$ cat src/rtl/vga_pkg.sv
// Shared constants for the VGA frame-memory blocks (pixel writer and reader).
package vga_pkg;

    localparam int VGA_ADDR_W = 12;
    localparam int VGA_DEPTH  = 1 << VGA_ADDR_W;

    // Controller states, common to the writer and the reader.
    typedef enum logic [1:0] {
        IDLE  = 2'd0,
        ISSUE = 2'd1,
        DRAIN = 2'd2,
        FIM   = 2'd3
    } estado_t;

endpackage

$ cat src/rtl/linha_atraso.sv
// DEPTH-deep 1-bit delay line with asynchronous active-low clear.
// Used to line up the read-valid with the RAM read latency.
module linha_atraso #(
    parameter int DEPTH = 2
) (
    input  logic clock,
    input  logic reset_n,
    input  logic i_d,
    output logic o_q
);

    logic [DEPTH-1:0] r_vld_pipe;

    // Shift the valid bit one stage per clock; clearing drops any in-flight reads.
    always_ff @(posedge clock or negedge reset_n) begin
        if (!reset_n) begin
            r_vld_pipe <= '0;
        end else begin
            r_vld_pipe[0] <= i_d;
            for (int i = 1; i < DEPTH; i++) r_vld_pipe[i] <= r_vld_pipe[i-1];
        end
    end

    assign o_q = r_vld_pipe[DEPTH-1];

endmodule

$ cat src/rtl/ler_pixels.sv
// Frame-memory reader: gathers WORD_W consecutive 1-bit pixels into one word,
// LSB = first pixel, issuing one pipelined read per cycle.
module ler_pixels
    import vga_pkg::*;
#(
    parameter int ADDR_W     = VGA_ADDR_W,
    parameter int WORD_W     = 32,
    parameter int RD_LATENCY = 2
) (
    input  logic              clock,
    input  logic              reset_n,
    input  logic              start,
    input  logic [ADDR_W-1:0] endereco_base,
    input  logic              q,
    output logic [ADDR_W-1:0] rdaddress,
    output logic              rden,
    output logic [WORD_W-1:0] dados_out,
    output logic              busy,
    output logic              done
);

    localparam int CW = $clog2(WORD_W + 1);

    estado_t       r_state;
    estado_t       w_next;
    logic [CW-1:0] r_iss_cnt;
    logic [CW-1:0] r_cap_cnt;
    logic          w_vld;
    logic          w_last_iss;
    logic          w_last_cap;

    // Read-valid delayed to the cycle in which q carries the addressed pixel.
    linha_atraso #(.DEPTH(RD_LATENCY)) u_atraso (
        .clock   (clock),
        .reset_n (reset_n),
        .i_d     (rden),
        .o_q     (w_vld)
    );

    assign w_last_iss = (r_iss_cnt == CW'(WORD_W - 1));
    assign w_last_cap = w_vld && (r_cap_cnt == CW'(WORD_W - 1));

    // State register.
    always_ff @(posedge clock or negedge reset_n) begin
        if (!reset_n) r_state <= IDLE;
        else          r_state <= w_next;
    end

    // Next-state and status outputs; the last capture moves straight to FIM.
    always_comb begin
        w_next = r_state;
        busy   = 1'b0;
        done   = 1'b0;
        case (r_state)
            IDLE:  if (start) w_next = ISSUE;
            ISSUE: begin
                busy = 1'b1;
                if (w_last_iss) w_next = DRAIN;
            end
            DRAIN: begin
                busy = 1'b1;
                if (w_last_cap) w_next = FIM;
            end
            FIM: begin
                done   = 1'b1;
                w_next = IDLE;
            end
            default: w_next = IDLE;
        endcase
    end

    // Read issue: base latched into the address register on acceptance, then
    // incremented (wrapping at 2^ADDR_W) once per cycle; counters track progress.
    always_ff @(posedge clock or negedge reset_n) begin
        if (!reset_n) begin
            rdaddress <= '0;
            rden      <= 1'b0;
            r_iss_cnt <= '0;
            r_cap_cnt <= '0;
        end else begin
            if (w_vld) r_cap_cnt <= r_cap_cnt + 1'b1;
            case (r_state)
                IDLE: if (start) begin
                    rdaddress <= endereco_base;
                    rden      <= 1'b1;
                    r_iss_cnt <= '0;
                    r_cap_cnt <= '0;
                end
                ISSUE: begin
                    if (w_last_iss) begin
                        rden <= 1'b0;
                    end else begin
                        rdaddress <= rdaddress + 1'b1;
                        r_iss_cnt <= r_iss_cnt + 1'b1;
                    end
                end
                default: ;
            endcase
        end
    end

    // Capture q into the bit selected by the capture counter; other bits hold.
    always_ff @(posedge clock or negedge reset_n) begin
        if (!reset_n) begin
            dados_out <= '0;
        end else if (w_vld) begin
            for (int i = 0; i < WORD_W; i++)
                if (r_cap_cnt == CW'(i)) dados_out[i] <= q;
        end
    end

endmodule

$ cat config.mk
export PLATFORM = sky130hd
export DESIGN_NAME = ler_pixels
export DESIGN_NICKNAME = d
export VERILOG_FILES = /design/src/rtl/vga_pkg.sv /design/src/rtl/linha_atraso.sv /design/src/rtl/ler_pixels.sv
export SDC_FILE = /design/constraint.sdc
export NUM_CORES = 1
export LEC_CHECK = 0
export BUFFER_PORTS_ARGS = -buffer_cell sky130_fd_sc_hd__buf_2
export CAP_MARGIN = 40
export CORE_UTILIZATION = 59
export DETAILED_ROUTE_END_ITERATION = 8
export GPL_ROUTABILITY_DRIVEN = 0
export PLACE_DENSITY = 0.85
export SYNTH_ARGS = -nofsm -noshare
export SYNTH_HDL_FRONTEND = slang
export SYNTH_SLANG_ARGS = --single-unit
$ cat constraint.sdc
create_clock -name clock -period 5 [get_ports clock]
set_clock_uncertainty 0.05 [all_clocks]
set_input_delay 1 -clock clock [delete_from_list [all_inputs] [get_ports clock]]
set_output_delay 1 -clock clock [all_outputs]
set_load 0.02 [all_outputs]
# ---- After elaboration in Yosys (flattened, before gate mapping)
# Index checks and enable logic that the tools add are counted.
dict set report op_classes {
  addsub 3
  n_mux 18
  n_reduce_logical 40
  n_eq_ne 39
}
# cell count
set ops {}
lappend ops {{$eq A6 B5 Y1 const B} 17}
lappend ops {{$reduce_and A2 Y1} 32}
lappend ops {{$eq A6 B4 Y1 const B} 8}
lappend ops {{$mux W6} 5}
lappend ops {{$eq A6 B3 Y1 const B} 4}
lappend ops {{$mux W12} 2}
lappend ops {{$pmux W12 S2} 1}
lappend ops {{$add A12 B1 Y12 const B} 1}
lappend ops {{$add A6 B1 Y6 const B} 2}
lappend ops {{$eq A6 B2 Y1 const B} 2}
lappend ops {{$pmux W6 S2} 1}
lappend ops {{$reduce_and A3 Y1} 3}
lappend ops {{$ne A2 B2 Y1 const B} 4}
lappend ops {{$pmux W2 S4} 1}
lappend ops {{$eq A6 B1 Y1 const B} 1}
lappend ops {{$logic_not A6 Y1} 1}
lappend ops {{$mux W2} 3}
lappend ops {{$eq A2 B2 Y1 const B} 2}
lappend ops {{$mux W1} 4}
lappend ops {{$eq A2 B1 Y1 const B} 1}
lappend ops {{$logic_not A2 Y1} 1}
lappend ops {{$pmux W1 S2} 1}
lappend ops {{$reduce_bool A2 Y1} 1}
lappend ops {{$reduce_or A2 Y1} 1}
lappend ops {{$logic_and A1 B1 Y1} 1}
dict set report word_totals {
  output_inout_bits 47
  ff_bits 61
  elab_cells 138
  in_bits 16
}

# ---- Longest topological paths before layout
dict set report depth {
  depth_word 4
  depth_mapped 7
}

# ---- Hierarchy
# From an unflattened synthesis, not the netlist that was laid out.
dict set report hier_totals {
  cells_unflattened 307
  hier_area_um2 3224.3
}
# module instances area_per_inst_um2 cells_per_inst
set modules_own_cells {}
lappend modules_own_cells {ler_pixels 1 3174.3 305}
lappend modules_own_cells {linha_atraso 1 50.0 2}

# ---- Worst setup path after synthesis
# OpenSTA, ideal clock, no wires.
dict set report synth_path {
  kind {input-to-reg}
  start {input start}
  end {register rdaddress[5]}
  setup_ps 128
  t_required_ps 4822
  setup_slack_ps 2935
  t_arrival_ps 1887
  cell_stages 6
  path_cell_list {buf_2 mux2_4 a21boi_4 buf_4 a21oi_1 a21oi_1}
}
dict set report synth_between {
  elab_chain_cells 2
}
# element line_no
set synth_rtl {}
lappend synth_rtl {{start: declaration} ler_pixels.sv:12} ;# input logic start,
lappend synth_rtl {{$ne A2 B2 Y1 (no source line)} --}
lappend synth_rtl {{$reduce_and A3 Y1 (no source line)} --}
lappend synth_rtl {{end signal: assignment} ler_pixels.sv:84} ;# rdaddress <= endereco_base;
lappend synth_rtl {{end signal: assignment} ler_pixels.sv:93} ;# rdaddress <= rdaddress + 1'b1;
lappend synth_rtl {{end: declaration} ler_pixels.sv:15} ;# output logic [ADDR_W-1:0] rdaddress,
# Every way passes these cells.
# A chain may end at the register's enable or synchronous reset.

# ---- Worst setup path after layout
dict set report layout_path {
  start {register r_state[0]}
  end {output busy}
}
dict set report layout_between {
  elab_chain_cells 3
  elab_cells_between_ends 4
  classes_between {eq/ne: 2; mux: 1; reduce/logical: 1}
}
# element line_no
set layout_rtl {}
lappend layout_rtl {{start: declaration} ler_pixels.sv:24} ;# estado_t r_state;
lappend layout_rtl {{start signal: assignment} ler_pixels.sv:46} ;# else r_state <= w_next;
lappend layout_rtl {{$eq A2 B1 Y1 / $eq A2 B2 Y1 (equally long branches)} ler_pixels.sv:54} ;# case (r_state)
lappend layout_rtl {{$reduce_or A2 Y1 (no source line) (*)} --}
lappend layout_rtl {{$mux W1 (*)} ler_pixels.sv:54}
lappend layout_rtl {{end: declaration} ler_pixels.sv:18} ;# output logic busy,
# Mark *: on every way between the ends. The rest lies on a longest branch, timed or not.

==> impl_metrics.ini <==
[global_route]
grt_pass1_vias = 2467
antenna_found_initial = 0
grt.total_usage_pct = 26.7
grt_pass1_wl_um = 11200
gr-total-overflow = 0
grt_max_degree = 62

[cts]
cts_sinks = 61
cts-resized-gates = 0
clkTransAtPathRegs_ns = 0.06
clock_latency_ns = 0.34
cts_hold_buffers = 0
cts_htree_levels = 3
cts_setup_buffers = 0
cts_root_buf = clkbuf_8
cts_buffers = 9
cts_tree = yes
clockBufferDepth = 2

[pwr]
power_mw = 1.02
clkPwrFrac_pct = 43.0
p_seq_share_pct = 50.5
ir_drop_mv = 0.145
combPwrFrac_pct = 6.5
powerDensity_nw_per_um2 = 272
p_leak_nw = 1.64
p_sw_mw = 0.242
swShare_pct = 23.8
internal_power_mw = 0.774

[place]
placed_area_um2 = 3540
port_buffers = 62
place_hpwl_um = 4850

[flow_run]
maxCapViolations = 0

[timing]
rsz0062_at_grt = no
fin_crit_ns = 2.33
drv_slew = 0
worst_slew_pin_slew_ns = 0.745
max_slew_margin_pct = 50.3
hold_viol = 0
fmax_mhz = 428
tns_ns = 0
finalCritPeriodShare_pct = 46.7
setup_viol = 0

[synth]
yosys_register_bits = 61
avgSynthCellArea_um2 = 10.2
syn_nets = 341
yosys_warnings = 0
synth_flop_cell = dfrtp_1
synth-seq-area-share_pct = 47.7
synth_edf_count = 0
synthCells = 314
synthArstFlopShare_pct = 100
synthesis.area_um2 = 3200
yosysUniqueCellTypes = 52

[setup_path]
start_kind = flop
worstSetupPathType = reg -> out
critical_path_required_ns = 3.95
crit_fanout = 4
end_kind = primary output
worstPathArrival_ns = 1.28

[finish]
layout-drive-gt1-share_pct = 31.7
diodes = 0
mostFrequentLayoutCells = 62 x buf_2, 61 x dfrtp_1, 36 x nand2_1
syn2layout_area_growth_pct = 16.6
nets = 401
fillers = 377
final_common_cell = buf_2
postLayoutCellArea_um2 = 3740

[die]
die_w_um = 75.7
dieArea_um2 = 5730
io_pins = 63
initial_core_util_pct = 61.9
die_h_um = 75.7
core_area_um2 = 5170
rows = 26

[drt]
drc = 0
finalWirelength_um = 7040
drt_first_pass_iters = 4
num_vias = 2593
ant_nets = 0
vias_per_cell = 5.78
drtIter0Drc = 183
wire_per_inst_um = 15.7

[min_path]
min_path_type = reg -> reg

[run_status]
outcome = completed
[worst paths after layout]
kind,from,end,slack (ns),cells past startpoint
max reg2reg,r_state[1]$_DFFE_PN0P_,rdaddress[11]$_DFFE_PN0P_,2.79,7
min in group asynchronous,reset_n,dados_out[1]$_DFFE_PN0P_,0.76,2
min,u_atraso.r_vld_pipe[0]$_DFF_PN0_,u_atraso.r_vld_pipe[1]$_DFF_PN0_,0.31,0
min reg2reg,u_atraso.r_vld_pipe[0]$_DFF_PN0_,u_atraso.r_vld_pipe[1]$_DFF_PN0_,0.31,0
max in group asynchronous,reset_n,r_state[0]$_DFFE_PN0P_,3.64,2
max,r_state[0]$_DFFE_PN0P_,busy,2.67,3
[through the flow]
| step | hold slack [ns] | setup WS, ns | utilization [%] | instances |
|---|---|---|---|---|
| global route | 0.321 | 2.59 | 72.2 | 449 |
| global placement | 0.285 | 2.79 | 68.5 | 433 |
| finish | 0.312 | 2.67 | 72.2 | 449 |
| CTS | 0.311 | 2.65 | 72.2 | 449 |
| detailed placement | 0.295 | 2.77 | 68.5 | 433 |
| floorplan | 0.281 | 2.94 | - | 314 |
[worst max-delay path: stages, from the launching register on]
cell and delay [ns]:
dfrtp_1 0.38, inv_1 0.10, ha_1 0.31, buf_2 0.16
[logic make-up after synthesis]
family | after synthesis | synth area share [%]
simple gates | 126 | 19.8
flops | 61 | 47.7
compound gates | 51 | 10.2
mux | 40 | 13.9
buf+inv | 21 | 2.97
fa+ha+maj | 11 | 4.30
xor+xnor | 4 | 1.09
[state kept, by name, summed over array words and instances (netlist names)]
name                 cells
r_cap_cnt                6
u_atraso.r_vld_pipe      2
dados_out               32
r_state                  2
rden                     1
rdaddress               12
r_iss_cnt                6
[cells in the mapped netlist, types with 3 or more instances]
master | n | area [um2]
nand4b_1 | 3 | 26.3
nand2_1 | 36 | 135
nor3_1 | 13 | 65.1
buf_2 | 7 | 35.0
clkbuf_1 | 6 | 22.5
nor2_1 | 29 | 109
and4_1 | 3 | 26.3
nand2b_1 | 5 | 31.3
nor2b_1 | 4 | 25.0
xor2_1 | 3 | 26.3
a21oi_1 | 17 | 85.1
dfrtp_1 | 61 | 1530
and2_1 | 3 | 18.8
o21ai_0 | 11 | 55.1
o22ai_1 | 4 | 25.0
nand4_1 | 3 | 18.8
nand3_1 | 13 | 65.1
mux2i_1 | 6 | 60.1
ha_1 | 11 | 138
mux2_2 | 32 | 360
inv_1 | 5 | 18.8
o22a_1 | 3 | 26.3
[area by class of cell]
cell class                 count  area, um2  area share (%)
inverter                       6       22.5           0.603
multi-input combinational    232       1580            42.3
timing repair buffer          64        325            8.71
tap                           70       87.6            2.34
sequential                    61       1530            40.9
clock buffer                  12        145            3.88
clock inverter                 4       47.5            1.27
[power by group through the flow]
stage | registers [mW] | clock network, mW | logic, mW
2_1_floorplan | 0.539 | 0 | 0.0179
3_3_place_gp | 0.521 | 0 | 0.0659
3_5_place_dp | 0.523 | 0 | 0.0675
4_1_cts | 0.513 | 0.442 | 0.0677
5_1_grt | 0.514 | 0.462 | 0.0735
6_report | 0.513 | 0.437 | 0.0661
[per-layer routing]
| metal | track usage (%) | wire length [um] | vias to the layer above | part of all wire [%] |
|---|---|---|---|---|
| li1 | - | - | 1236 | - |
| met1 | 32.4 | 3000 | 1277 | 43 |
| met2 | 45.5 | 3630 | 68 | 51 |
| met3 | 6.48 | 289 | 12 | 4.1 |
| met4 | 11.3 | 127 | 0 | 1.8 |
| met5 | 0 | 0 | - | 0 |
No activity file was read; power rests on OpenSTA's default activity.
